File: src/rtl/msg_loc_queue.sv
//-----------------------------------------------------------------------------
// Module   : msg_loc_queue
// Purpose  : Circular queue of FIX message location descriptors. The
//            tokenizer opens a message with a start offset and closes it
//            with an end offset; each closed message is committed as a
//            {start, end, len} descriptor. Consumers pop descriptors through
//            a valid/ready port and may peek any queued descriptor through a
//            registered random-access lookup port (1-cycle latency).
// Revision : 1.0 - initial release
//
// Ports:
//   clk, rst                    clock (rising edge), async active-high reset
//   open_i, start_i             open a message, capture its start offset
//   close_i, end_i              close the open message, commit descriptor
//   rd_valid_o / rd_ready_i     pop handshake for the head descriptor
//   rd_start_o/end_o/len_o      head descriptor (zero while empty)
//   lookup_i, lookup_idx_i      peek request, offset from head
//   lookup_valid_o/start_o/end_o registered peek result
//   count_o, full_o             occupancy
//   open_o                      a message is currently open
//   overflow_o                  sticky: a commit was dropped (queue full)
//   proto_err_o                 1-cycle pulse: close with no open message
//
// Optional feature: define MSG_LOC_QUEUE_FLUSH_EN to add input flush_i,
// which synchronously empties the queue and clears overflow_o.
//-----------------------------------------------------------------------------
`default_nettype none

module msg_loc_queue #(
   parameter int DATA_WIDTH = 5,
   parameter int DEPTH      = 16,
   parameter int IDX_WIDTH  = $clog2(DEPTH)
) (
   input  logic                  clk,
   input  logic                  rst,
`ifdef MSG_LOC_QUEUE_FLUSH_EN
   input  logic                  flush_i,
`endif
   input  logic                  open_i,
   input  logic [DATA_WIDTH-1:0] start_i,
   input  logic                  close_i,
   input  logic [DATA_WIDTH-1:0] end_i,
   output logic                  rd_valid_o,
   input  logic                  rd_ready_i,
   output logic [DATA_WIDTH-1:0] rd_start_o,
   output logic [DATA_WIDTH-1:0] rd_end_o,
   output logic [DATA_WIDTH-1:0] rd_len_o,
   input  logic                  lookup_i,
   input  logic [IDX_WIDTH-1:0]  lookup_idx_i,
   output logic                  lookup_valid_o,
   output logic [DATA_WIDTH-1:0] lookup_start_o,
   output logic [DATA_WIDTH-1:0] lookup_end_o,
   output logic [IDX_WIDTH:0]    count_o,
   output logic                  full_o,
   output logic                  open_o,
   output logic                  overflow_o,
   output logic                  proto_err_o
);

   localparam logic [IDX_WIDTH:0]    C_DEPTH   = (IDX_WIDTH+1)'(DEPTH);
   localparam logic [IDX_WIDTH-1:0]  C_PTR_ONE = IDX_WIDTH'(1);
   localparam logic [IDX_WIDTH:0]    C_CNT_ONE = (IDX_WIDTH+1)'(1);
   localparam logic [DATA_WIDTH-1:0] C_LEN_ONE = DATA_WIDTH'(1);

   typedef enum logic [0:0] {
      IDLE = 1'b0,
      OPEN = 1'b1
   } state_t;

   state_t state, state_next;

   logic [DATA_WIDTH-1:0] staged_start;
   logic [DATA_WIDTH-1:0] start_mem [DEPTH];
   logic [DATA_WIDTH-1:0] end_mem   [DEPTH];
   logic [DATA_WIDTH-1:0] len_mem   [DEPTH];

   logic [IDX_WIDTH-1:0]  wr_ptr;
   logic [IDX_WIDTH-1:0]  rd_ptr;
   logic [IDX_WIDTH:0]    count;

   logic                  flush;
   logic                  commit_req;
   logic [DATA_WIDTH-1:0] commit_start;
   logic [DATA_WIDTH-1:0] commit_len;
   logic                  load_stage;
   logic                  proto_err_next;
   logic                  pop;
   logic                  commit_ok;
   logic                  lookup_req;
   logic                  lookup_hit;
   logic [IDX_WIDTH-1:0]  lookup_addr;

`ifdef MSG_LOC_QUEUE_FLUSH_EN
   assign flush = flush_i;
`else
   assign flush = 1'b0;
`endif

   //--------------------------------------------------------------------------
   // Write FSM: next state and commit decode. Flush masks every request.
   //--------------------------------------------------------------------------
   always_comb begin
      state_next     = state;
      commit_req     = 1'b0;
      commit_start   = staged_start;
      load_stage     = 1'b0;
      proto_err_next = 1'b0;
      if (flush) begin
         state_next = IDLE;
      end else begin
         case (state)
            IDLE: begin
               if (open_i && close_i) begin
                  // Single-cycle message: start comes straight from the port.
                  commit_req   = 1'b1;
                  commit_start = start_i;
               end else if (open_i) begin
                  load_stage = 1'b1;
                  state_next = OPEN;
               end else if (close_i) begin
                  proto_err_next = 1'b1;
               end
            end
            OPEN: begin
               // Close commits the staged start; a simultaneous open begins
               // the next message, so the FSM stays OPEN.
               commit_req = close_i;
               if (open_i) begin
                  load_stage = 1'b1;
               end else if (close_i) begin
                  state_next = IDLE;
               end
            end
            default: state_next = IDLE;
         endcase
      end
   end

   // Offsets live in a circular byte buffer, so length wraps modulo 2^W.
   assign commit_len  = end_i - commit_start + C_LEN_ONE;

   assign pop         = (count != '0) && rd_ready_i && !flush;
   // A full queue still accepts a commit when the head leaves this cycle.
   assign commit_ok   = commit_req && ((count != C_DEPTH) || pop);
   assign lookup_req  = lookup_i && !flush;
   assign lookup_addr = rd_ptr + lookup_idx_i;
   assign lookup_hit  = lookup_req && ({1'b0, lookup_idx_i} < count);

   always_ff @(posedge clk or posedge rst) begin
      if (rst) begin
         state <= IDLE;
      end else begin
         state <= state_next;
      end
   end

   always_ff @(posedge clk or posedge rst) begin
      if (rst) begin
         staged_start <= '0;
      end else if (load_stage) begin
         staged_start <= start_i;
      end
   end

   // Descriptor storage is deliberately left unreset.
   always_ff @(posedge clk) begin
      if (commit_ok) begin
         start_mem[wr_ptr] <= commit_start;
         end_mem[wr_ptr]   <= end_i;
         len_mem[wr_ptr]   <= commit_len;
      end
   end

   always_ff @(posedge clk or posedge rst) begin
      if (rst) begin
         wr_ptr         <= '0;
         rd_ptr         <= '0;
         count          <= '0;
         overflow_o     <= 1'b0;
         proto_err_o    <= 1'b0;
         lookup_valid_o <= 1'b0;
         lookup_start_o <= '0;
         lookup_end_o   <= '0;
      end else if (flush) begin
         wr_ptr         <= '0;
         rd_ptr         <= '0;
         count          <= '0;
         overflow_o     <= 1'b0;
         proto_err_o    <= 1'b0;
         lookup_valid_o <= 1'b0;
      end else begin
         proto_err_o    <= proto_err_next;
         lookup_valid_o <= lookup_hit;
         if (commit_ok) begin
            wr_ptr <= wr_ptr + C_PTR_ONE;
         end
         if (pop) begin
            rd_ptr <= rd_ptr + C_PTR_ONE;
         end
         if (commit_ok && !pop) begin
            count <= count + C_CNT_ONE;
         end else if (pop && !commit_ok) begin
            count <= count - C_CNT_ONE;
         end
         if (commit_req && !commit_ok) begin
            overflow_o <= 1'b1;
         end
         // Misses hold the previous data; reads see pre-pop contents.
         if (lookup_hit) begin
            lookup_start_o <= start_mem[lookup_addr];
            lookup_end_o   <= end_mem[lookup_addr];
         end
      end
   end

   assign rd_valid_o = (count != '0);
   // Head fields are masked while empty so the unreset memory never leaks.
   assign rd_start_o = rd_valid_o ? start_mem[rd_ptr] : '0;
   assign rd_end_o   = rd_valid_o ? end_mem[rd_ptr]   : '0;
   assign rd_len_o   = rd_valid_o ? len_mem[rd_ptr]   : '0;
   assign count_o    = count;
   assign full_o     = (count == C_DEPTH);
   assign open_o     = (state == OPEN);

endmodule

`default_nettype wire
File: config.mk
export PLATFORM = sky130hd
export DESIGN_NAME = msg_loc_queue
export DESIGN_NICKNAME = d
export VERILOG_FILES = /design/src/rtl/msg_loc_queue.sv
export SDC_FILE = /design/constraint.sdc
export NUM_CORES = 1
export LEC_CHECK = 0
export BUFFER_PORTS_ARGS = -buffer_cell sky130_fd_sc_hd__buf_2
export CAP_MARGIN = 20
export CORE_UTILIZATION = 30
export DETAILED_ROUTE_END_ITERATION = 12
export SYNTH_ARGS = -nofsm -noshare
export SYNTH_HDL_FRONTEND = slang
export SYNTH_SLANG_ARGS = --single-unit
File: constraint.sdc
create_clock -name clk -period 4.1 [get_ports clk]
set_input_delay 0.41 -clock clk [delete_from_list [all_inputs] [get_ports clk]]
set_output_delay 0.41 -clock clk [all_outputs]
set_load 0.02 [all_outputs]
Word level (Yosys, flattened, before mapping)
Memories as Yosys holds them, arrays and structs flattened. A register that Yosys moved wholly into a read port is not among the register bits.
Index checks and enable logic that the tools add are counted.
- add/sub/neg operators: 7
- $mul: 0
- div/mod/pow operators: 0
- magnitude comparators: 1
- equal/unequal tests: 2
- shift operators: 0
- muxes and demuxes: 21
- bitwise logic cells: 1
- reduce and logical (&&, ||, !) cells: 12
- operators by type and width (cell ; count):
    5-bit two-way mux ; 7
    1-bit two-way mux ; 11
    5-bit by 1-bit adder with 5-bit output, second input constant ; 2
    4-bit by 1-bit adder with 4-bit output, second input constant ; 2
    1-bit logical AND ; 7
    1-bit one-hot mux with 2 select lines ; 3
    5-bit == test, second input constant ; 1
    4-bit by 5-bit less-than comparator with 1-bit output ; 1
    5-bit != test, second input constant ; 1
    5-bit nonzero test ; 1
    5-bit by 1-bit subtractor with 5-bit output, second input constant ; 1
    5-bit subtractor ; 1
    4-bit adder ; 1
    1-bit zero test ; 2
    2-bit nonzero test ; 1
    1-bit logical OR ; 1
    1-bit inverter ; 1
- register bits: 22
- bits in latches: 0
- memory bits (writable): 240
- memory bits (read-only): 0
- input port bits: 20
- memories kept: 3
- memory list (memory ; words ; width ; read ports ; clocked after memory_dff ; write ports ; line ; source):
    end_mem ; 16 ; 5 ; 2 ; 1 ; 1 ; 74 ; logic [DATA_WIDTH-1:0] end_mem [DEPTH];
    len_mem ; 16 ; 5 ; 1 ; 0 ; 1 ; 75 ; logic [DATA_WIDTH-1:0] len_mem [DEPTH];
    start_mem ; 16 ; 5 ; 2 ; 1 ; 1 ; 73 ; logic [DATA_WIDTH-1:0] start_mem [DEPTH];

Depth between registers and ports, before layout
Gate-level depths: netlist (run 1).
- depth after elaboration: 8
- gate-level depth with buffers: 11
- gate-level depth less buffers: 11

Worst setup path after synthesis (run 1)
Ideal clock, no wire load.
- kind: register to register
- start point: reg state (netlist: open_o)
- end point: mem len_mem[0][4] (data pin)
- library setup time: 297 ps
- arrival time: 2636 ps
- path slack: 1167 ps
- stages on the path, launching flop included: 11
- buffers on the path: 0
- cells stage by stage: dfrtp_1 > inv_1 > nand3_1 > mux2_2 > ha_1 > inv_1 > ha_1 > a21o_1 > a21oi_1 > xnor2_1 > xnor2_1
- longest elaborated chain between the ends: 3
- RTL lines (element ; line ; source):
    start: declaration ; 70 ; state_t state, state_next;
    start signal: assignment ; 153 ; state <= state_next;
    5-bit two-way mux ; 111 ; case (state)
    net commit_start[1] ; 83 ; logic [DATA_WIDTH-1:0] commit_start;
    5-bit subtractor ; 140 ; assign commit_len = end_i - commit_start + C_LEN_ONE;
    5-bit by 1-bit adder with 5-bit output ; 140 ;
    net commit_len[4] ; 84 ; logic [DATA_WIDTH-1:0] commit_len;
    end: declaration ; 75 ;
The timed path passes the listed nets, and every way through them passes these cells.

Worst setup path in the final report (run 1)
- start point: reg rd_ptr[1]
- end point: out rd_end_o[4]
- longest elaborated chain between the ends: 2
- RTL lines (element ; line ; source):
    start: declaration ; 78 ; logic [IDX_WIDTH-1:0] rd_ptr;
    start signal: assignment ; 198 ; rd_ptr <= rd_ptr + C_PTR_ONE;
    memory 16 x 5 bit ; n/a ;
    5-bit two-way mux ; 219 ; assign rd_end_o = rd_valid_o ? end_mem[rd_ptr] : '0;
    end: declaration ; 46 ; output logic [DATA_WIDTH-1:0] rd_end_o,
Every way passes these cells.

==> results of run 1 <==
[layout by cell type, fill, tap and decap left out, types with 6 or more instances in the layout]
cell,n
mux4_2,49
xnor2_1,11
buf_2,55
nand3_1,83
edfxtp_1,240
buf_4,33
mux2_2,20
mux2i_1,92
clkbuf_16,28
bufinv_16,6
ha_1,22
and2_1,27
nand4_1,21
mux4_1,26
nand2_1,9
dfrtp_1,30
inv_1,26
[layer usage]
metal / up-vias / GRT usage, % / share of wire (%)
met1: 3739 / 18.2 / 41
met5: - / 0 / 0.041
met4: 2 / 6.82 / 4.5
li1: 3144 / - / -
met3: 69 / 2.23 / 4.5
met2: 184 / 25.5 / 50
[logic make-up after synthesis]
logic type | synth area share, %
flip-flops | 62.6
AO/OA/AOI/OAI | 0.852
adder cells (fa/ha/maj) | 2.62
multiplexers | 22.9
buffers and inverters | 3.10
XOR/XNOR | 1.36
AND/OR/NAND/NOR | 6.47
[power by group]
group	total, W	internal, W	switching [W]	leakage (nW)
clock	0.00268	0.00163	0.00105	0.463
combinational	0.00551	0.00231	0.00320	2.35
sequential	0.00367	0.00350	0.000171	2.53
[cell type report]
type                    count  area share (%)
flip-flops and latches    272            54.2
inverters                  26           0.661
clock inverters            17            1.71
multi-input cells         404            29.9
repair buffers             92            4.01
clock buffers              33            4.87
well taps                 539            4.57
[worst max-delay path, cell delays in order (launching register included)]
cell and delay (ns):
dfrtp_2 0.36, buf_4 0.37, buf_4 0.54, mux4_2 0.41
mux4_2 0.46, and2_1 0.21, buf_2 0.18
[sequential cells by signal (all words and copies together) (netlist names)]
name	cells
end_mem	80
len_mem	80
start_mem	80
count_o	5
lookup_end_o	5
lookup_start_o	5
staged_start	5
rd_ptr	4
wr_ptr	4
lookup_valid_o	1
open_o	1
overflow_o	1
proto_err_o	1
[cell usage after synthesis, types with 12 or more instances]
library cell / number
edfxtp_1: 240
mux2i_1: 92
nand3_1: 83
mux4_2: 49
dfrtp_1: 32
and2_1: 27
inv_1: 26
mux4_1: 26
ha_1: 22
nand4_1: 21
mux2_2: 20
clkbuf_1: 19
buf_2: 14
xnor2_1: 12
[stage by stage]
stage	instance area (µm²)	setup slack (ns)
2_1_floorplan	12800	1.17
3_3_place_gp	13800	1.02
3_5_place_dp	13800	0.943
4_1_cts	14800	0.548
5_1_grt	14800	0.472
6_report	14800	0.592
[path summary, 6_finish.rpt]
path                                    to  slack, ns  depth (start not counted)       start
setup / recovery               rd_end_o[4]       0.59                          6   rd_ptr[1]
hold / removal                 proto_err_o       0.06                          2      open_i
setup reg to reg                count_o[4]       0.97                         12  count_o[0]
hold reg to reg                 overflow_o       0.47                          2  overflow_o
max in group asynchronous        rd_ptr[0]       3.22                          4         rst
min in group asynchronous  staged_start[2]       0.53                          4         rst
[timing repair]
item                                   CTS  global route
hold buffers                             1             0
setup buffers                            0             0
endpoints found under the hold margin   32             0
==> impl_metrics.toml, run 1 <==
[run_status]
outcome = "complete, no violations"

[clock_tree]
numCtsBuffers = 28
clk_latency_ns = 0.56
htreeDepth = 1
root_buffer = "clkbuf_16"
cts_buffer_depth = 3
post_cts_resize_count = 0
cts_sinks = 272
cts_tree = "built"
clk_pin_slew_ns = 0.06

[die]
die_h_um = 208
core-area_um2 = 41900
io_pins = 56
die_width_um = 208
die-area_um2 = 43400
start_util_pct = 30.5
std_cell_rows = 75

[finish]
fillerInstances = 3906
fin_cells = 1383
antennaDiodeCount = 0
final_layout_size_suffix_gt1_share_pct = 25.0
final_core_util_pct = 35.2
nNetsFinal = 869
areaGrowthSynthToFinish_pct = 15.6
seq_area_um2 = 8010
multi_input_area_um2 = 4420

[yosys]
ys_ff_latch = 272
synth.distinct_cells = 35
syn_area_per_cell_um2 = 17.1
synth-warning-count = 0
ys.flop_type = "edfxtp_1"
syn-num-nets = 794
synth_top_area_share_pct = 56.4
synth.area.top_cells = "edfxtp_1 (56%), mux4_2 (8.6%), mux2i_1 (7.2%), dfrtp_1 (6.3%), mux4_1 (5.3%)"
synth_edf_count = 240
synth_top_area_cell = "edfxtp_1"
synthCells = 749
yosysSeqAreaShare_pct = 62.6
syn_area_um2 = 12800
async_flop_share_pct = 11.8

[global_routing]
grt_overflow = 0
grt_pass1_wl_mm = 47.1
grt_antenna_before_repair = 1
grt_pass1_vias = 7316
grtUsageTotal_pct = 14.8
grt_max_degree = 64

[route]
ant_nets = 0
wire_per_inst_um = 23.1
wirelength_mm = 31.9
viasPerCell = 5.16
vias = 7138
drt_iter0_markers = 508
drc = 0
first_pass_iters = 5

[placement]
gp_congestion = 0.741
dp.cells = 1332
dp_hpwl_mm = 18.8
io_buffer_count = 55

[critical_path]
cp-start-kind = "flip-flop"
cp_max_fo = 38
crit_type = "reg -> out"
end_kind = "output pin"
arrival_ns = 3.10
worstPathRequired_ns = 3.69

[sta]
clock.fmax_mhz = 285
final.setup.tns_ns = 0
worst_slew_pin_slew_ns = 0.984
setup_viol = 0
drv_slew = 0
hold_viol_final = 0
holdWs_ns = 0.0580
rsz0062_at_grt = "false"
slew_headroom_pct = 34.0
skew_ns = 0.0227
min_period_ns = 3.51
finalCritPeriodShare_pct = 85.6

[pwr]
vdd_drop_max_v = 0.000787
power_per_cell_area_nw_per_um2 = 803
power_w = 0.0119
power.leakage_nw = 5.34

[min_path]
hp-class = "in -> reg"

[flow_run]
cap_violations = 0
Note: power is estimated with default switching activity, not from simulation.
==> inputs of run 2 (changes only) <==
CELL_PAD_IN_SITES_DETAIL_PLACEMENT = 1   (was not set)
CELL_PAD_IN_SITES_GLOBAL_PLACEMENT = 1   (was not set)
CORE_ASPECT_RATIO = 1.1   (was not set)
PLACE_DENSITY_LB_ADDON = 0.1   (was not set)
==> impl_metrics.toml, run 2 (same netlist as run 1, synthesis figures left out) <==
[pwr]
switching_share_pct = 37.6
clkPwrFrac_pct = 24.0
vdd_drop_max_v = 0.000418
pwr-share-comb_pct = 45.7
p_seq_share_pct = 30.3
power_per_cell_area_nw_per_um2 = 814
switchingPower_w = 0.00458
power.leakage_nw = 5.43
p_int_w = 0.00761

[critical_path]
cp-start-kind = "flip-flop"
critPathMostFrequentCell = "mux4_2"
r2r_cells = 12
regToRegSetupSlack_ns = 0.78
end_kind = "output pin"
cp-startpoint = "rd_ptr[1]"
arrival_ns = 3.02
crit_chain = "buf_4 > mux4_2 > mux4_2 > and2_1 > buf_2"
endpoint = "rd_end_o[4]"
max_stage_delay_ns = 0.80
cp_max_fo = 64
crit_type = "reg -> out"
crit_slowest_cell = "buf_4"
worstPathRequired_ns = 3.69
worstReg2RegStart = "count_o[0]"
r2r_end = "count_o[4]"

[route]
viasPerCell = 5.09
vias = 7210
wire_per_inst_um = 26.6
drc = 0
first_pass_iters = 4
ant_nets = 0
wirelength_mm = 37.7
drt_iter0_markers = 406

[finish]
largest_registers = "end_mem (80), len_mem (80), start_mem (80)"
layout.cells.most_common = "edfxtp_1"
final_cell_mix = "edfxtp_1 (240), mux2i_1 (92), nand3_1 (83)"
areaGrowthSynthToFinish_pct = 17.2
final_core_util_pct = 36.0
final_layout_size_suffix_gt1_share_pct = 26.1
nNetsFinal = 875

[global_routing]
grt_antenna_before_repair = 1
grt_max_degree = 65
grt_overflow = 0
grt_pass1_vias = 8062
grtUsageTotal_pct = 17.9
grt_pass1_wl_mm = 54.6

[sta]
worst_slew_pin_slew_ns = 1.06
final.setup.tns_ns = 0
drv_slew = 0
setup_ws_ns = 0.674
setup_viol = 0
rsz0062_at_grt = "false"
finalCritPeriodShare_pct = 83.6
min_period_ns = 3.43
skew_ns = 0.0122
slew_headroom_pct = 29.1
hold_viol_final = 0
clock.fmax_mhz = 292

[min_path]
hp-class = "in -> async"

[clock_tree]
cts_setup_buffers = 0
root_buffer = "clkbuf_16"
clk_pin_slew_ns = 0.06
cts_buffer_depth = 3
hold_buffers = 0
cts_sinks = 272
clk_latency_ns = 0.52
post_cts_resize_count = 0
cts_tree = "built"
numCtsBuffers = 34
htreeDepth = 2

[die]
core-area_um2 = 41700
io_pins = 56
std_cell_rows = 78
die_width_um = 199
die_h_um = 218
start_util_pct = 30.7
die-area_um2 = 43400

[placement]
gp_congestion = 0.711
pre_cts_slack_ns = 0.770
io_buffer_count = 55
dp_hpwl_mm = 22.4

[run_status]
outcome = "complete, no violations"

[flow_run]
cap_violations = 0
[run 2: cell types whose count changed in the layout (fill, tap and decap cells not counted), moves of 2 or more]
cell | previous run | this run
clkbuf_16 | 28 | 37
bufinv_16 | 6 | 1
buf_12 | 3 | 7
clkbuf_8 | 0 | 4
clkinv_2 | 1 | 5
buf_4 | 33 | 30
clkinv_1 | 5 | 8
clkbuf_1 | 5 | 3
[run 2: critical path: cells and delay by family (launching register included)]
| family | cells | cell delay (ns) |
|---|---|---|
| buffers and inverters | 2 | 0.95 |
| flip-flops | 1 | 0.36 |
| multiplexers | 2 | 0.97 |
| AND/OR/NAND/NOR | 1 | 0.18 |
[run 2: final cells by class]
| type | count | area (µm²) |
|---|---|---|
| Fill cell | 4251 | 26700 |
| Sequential cell | 272 | 8010 |
| Multi-Input combinational cell | 404 | 4420 |
| Clock buffer | 44 | 992 |
| Tap cell | 560 | 701 |
| Timing Repair Buffer | 92 | 641 |
| Clock inverter | 17 | 116 |
| Inverter | 26 | 97.6 |
| Antenna cell | 1 | 2.50 |
[run 2: metrics by stage]
step	hold WS, ns	total power [W]	instance area (µm²)	std cells
finish	0.0445	0.0122	15000	1416
floorplan	0.474	0.00758	12800	749
detailed placement	0.465	0.00945	13900	1354
global placement	0.451	0.00932	13900	1354
CTS	0.0442	0.0124	15000	1415
global route	0.0747	0.0128	15000	1415
[run 2: power groups by stage]
stage	Sequential (W)	Combinational [W]	Clock, W
6_report	0.00370	0.00557	0.00293
2_1_floorplan	0.00378	0.00380	0
4_1_cts	0.00370	0.00572	0.00301
5_1_grt	0.00373	0.00600	0.00310
3_5_place_dp	0.00376	0.00570	0
3_3_place_gp	0.00374	0.00558	0
[run 2: how the worst min path moves through the flow]
stage	start	endpoint	slack, ns	cells after the start
global placement	overflow_o	overflow_o	0.45	2
floorplan	staged_start[1]	staged_start[1]	0.47	1
global route	rst	lookup_end_o[4]	0.07	3
detailed placement	overflow_o	overflow_o	0.46	2
finish	rst	lookup_end_o[4]	0.04	3
CTS	rst	staged_start[2]	0.04	3
[run 2: per-layer routing]
| metal | wire length (µm) | global-route usage (%) |
|---|---|---|
| met3 | 1210 | 2.62 |
| met4 | 836 | 5.18 |
| met2 | 19400 | 31.8 |
| met5 | 14 | 0 |
| met1 | 16200 | 22.5 |
==> inputs of run 3 (changes only) <==
ABC_AREA = 1   (was not set)
clock period = 3.48 ns   (was 4.1 ns; I/O delays follow)
==> impl_metrics.toml, run 3 <==
[finish]
nNetsFinal = 1604
fin_cells = 2168
final_cell_mix = "nand2_1 (570), nand3_1 (324), edfxtp_1 (240)"
largest_registers = "end_mem (80), len_mem (80), start_mem (80)"
areaGrowthSynthToFinish_pct = 18.0
final_layout_size_suffix_gt1_share_pct = 13.2
seq_area_um2 = 8010
multi_input_area_um2 = 4610
fillerInstances = 5126
layout.cells.most_common = "nand2_1"

[sta]
holdWs_ns = 0.0515
min_period_ns = 3.16
setup_ws_ns = 0.321
skew_ns = 0.0252
worst_slew_pin_slew_ns = 0.994
slew_headroom_pct = 33.5
rsz0062_at_grt = "false"
clock.fmax_mhz = 317
final.setup.tns_ns = 0
hold_viol_final = 0
setup_viol = 0
drv_slew = 0
finalCritPeriodShare_pct = 90.8

[global_routing]
grtUsageTotal_pct = 21.8
grt_antenna_before_repair = 0
grt_pass1_wl_mm = 72.0
grt_overflow = 0
grt_pass1_vias = 11400
grt_max_degree = 81

[yosys]
synth_top_area_cell = "edfxtp_1"
syn-num-nets = 1522
synth.distinct_cells = 29
syn_area_um2 = 13500
syn_area_per_cell_um2 = 9.15
ys_ff_latch = 272
synth-warning-count = 0
synth.area.top_cells = "edfxtp_1 (53%), nand2_1 (16%), nand3_1 (12%), dfrtp_1 (5.9%), inv_1 (3.2%)"
yosysMostFrequentCell = "nand2_1"
synthCells = 1477
synth_edf_count = 240
synth_top_area_share_pct = 53.3
ys_top_cells_by_count = "nand2_1 (570), nand3_1 (324), edfxtp_1 (240)"
ys.flop_type = "edfxtp_1"
async_flop_share_pct = 11.8
yosysSeqAreaShare_pct = 59.3

[die]
die-area_um2 = 45900
start_util_pct = 30.4
core-area_um2 = 44500
io_pins = 56
die_h_um = 225
std_cell_rows = 81
die_width_um = 204

[pwr]
power_per_cell_area_nw_per_um2 = 978
p_int_w = 0.00857
power.leakage_nw = 6.78
pwr-share-comb_pct = 48.2
switching_share_pct = 45.0
switchingPower_w = 0.00703
power_w = 0.0156
vdd_drop_max_v = 0.000420
p_seq_share_pct = 27.9
clkPwrFrac_pct = 23.9

[placement]
gp_congestion = 0.772
io_buffer_count = 55
pre_cts_slack_ns = 0.320
dp_hpwl_mm = 30.9
dp.cells = 2101

[critical_path]
cp-start-kind = "input port"
r2r_cells = 11
crit_type = "in -> reg"
cp_max_fo = 16
worstPathRequired_ns = 3.69
end_kind = "flip-flop"
arrival_ns = 3.37

[route]
drt-met1-wl_mm = 21.1
wirelength_mm = 48.5
viasPerCell = 4.97
vias = 10800
drt_iter0_markers = 605
first_pass_iters = 5
wire_per_inst_um = 22.4
drc = 0
routed.top_layer = "met4"
wl_met2_mm = 24.0
routed-wl-met3_mm = 1.89
ant_nets = 0

[clock_tree]
clk_latency_ns = 0.55
clk_pin_slew_ns = 0.05
cts_setup_buffers = 0
cts_sinks = 272
htreeDepth = 2
cts_buffer_depth = 3
root_buffer = "clkbuf_16"
numCtsBuffers = 35
cts_tree = "built"

[min_path]
hold_depth = 2
hp-class = "in -> reg"

[flow_run]
cap_violations = 0

[run_status]
outcome = "complete, no violations"
[run 3: power by group through the flow]
stage | sequential [W] | clock, W | combinational [W]
4_1_cts | 0.00436 | 0.00382 | 0.00765
3_3_place_gp | 0.00441 | 0 | 0.00759
6_report | 0.00435 | 0.00372 | 0.00752
5_1_grt | 0.00440 | 0.00391 | 0.00833
3_5_place_dp | 0.00442 | 0 | 0.00762
2_1_floorplan | 0.00443 | 0 | 0.00465
[run 3: metrics by stage]
stage / cell area [µm²] / util, %
after global routing: 15900 / 35.8
after floorplan: 13500 / -
after detailed placement: 14700 / 33.1
final: 15900 / 35.8
after global placement: 14700 / 33.1
after CTS: 15900 / 35.8
[run 3: repair_timing]
item                                   4_1_cts  5_1_grt
gates resized for setup                      0        0
hold buffers                                 2        0
setup endpoints to repair                    0        0
endpoints found under the hold margin       18        0
[run 3: final timing paths]
check / endpoint / slack, ns / start
max: len_mem[11][4] / 0.32 / open_i
min: open_o / 0.05 / close_i
max reg2reg: len_mem[11][4] / 0.33 / open_o
min reg2reg: lookup_start_o[0] / 0.47 / lookup_start_o[0]
max in group asynchronous: lookup_end_o[2] / 2.22 / rst
min in group asynchronous: staged_start[2] / 0.46 / rst
[run 3: layout make-up]
cell class,instances,share of cell area (%)
antenna,1,0.0157
multi-input combinational,1001,28.9
sequential,272,50.3
tap,581,4.56
timing repair buffer,128,5.98
inverter,121,2.86
clock buffer,48,6.37
clock inverter,16,1.05
[run 3: worst max-delay path, stage by stage]
cell and delay (ns):
dlygate4sd3_1 0.53, buf_2 0.14, nand3_1 0.13, inv_1 0.20
o21ai_0 0.12, buf_4 0.16, ha_1 0.32, ha_1 0.30
nand3_1 0.09, a21o_1 0.19, nand2_1 0.06, xor2_1 0.78
[run 3: routing by layer]
layer  GRT usage (%)  up-vias
met1            27.3     5419
met4            7.58        0
li1                -     5079
met3            3.30       78
met5               0        -
met2            37.8      193
[run 3: logic make-up (layout without fill, tap and decap cells)]
| kind of cell | count (synthesis) | count (layout) | share of synthesized area (%) |
|---|---|---|---|
| other | 0 | 1 | 0 |
| XOR/XNOR | 13 | 13 | 0.843 |
| buffers and inverters | 204 | 313 | 7.08 |
| AND/OR/NAND/NOR | 920 | 920 | 28.7 |
| adder cells (fa/ha/maj) | 25 | 25 | 2.48 |
| flip-flops | 272 | 272 | 59.3 |
| AO/OA/AOI/OAI | 43 | 43 | 1.66 |
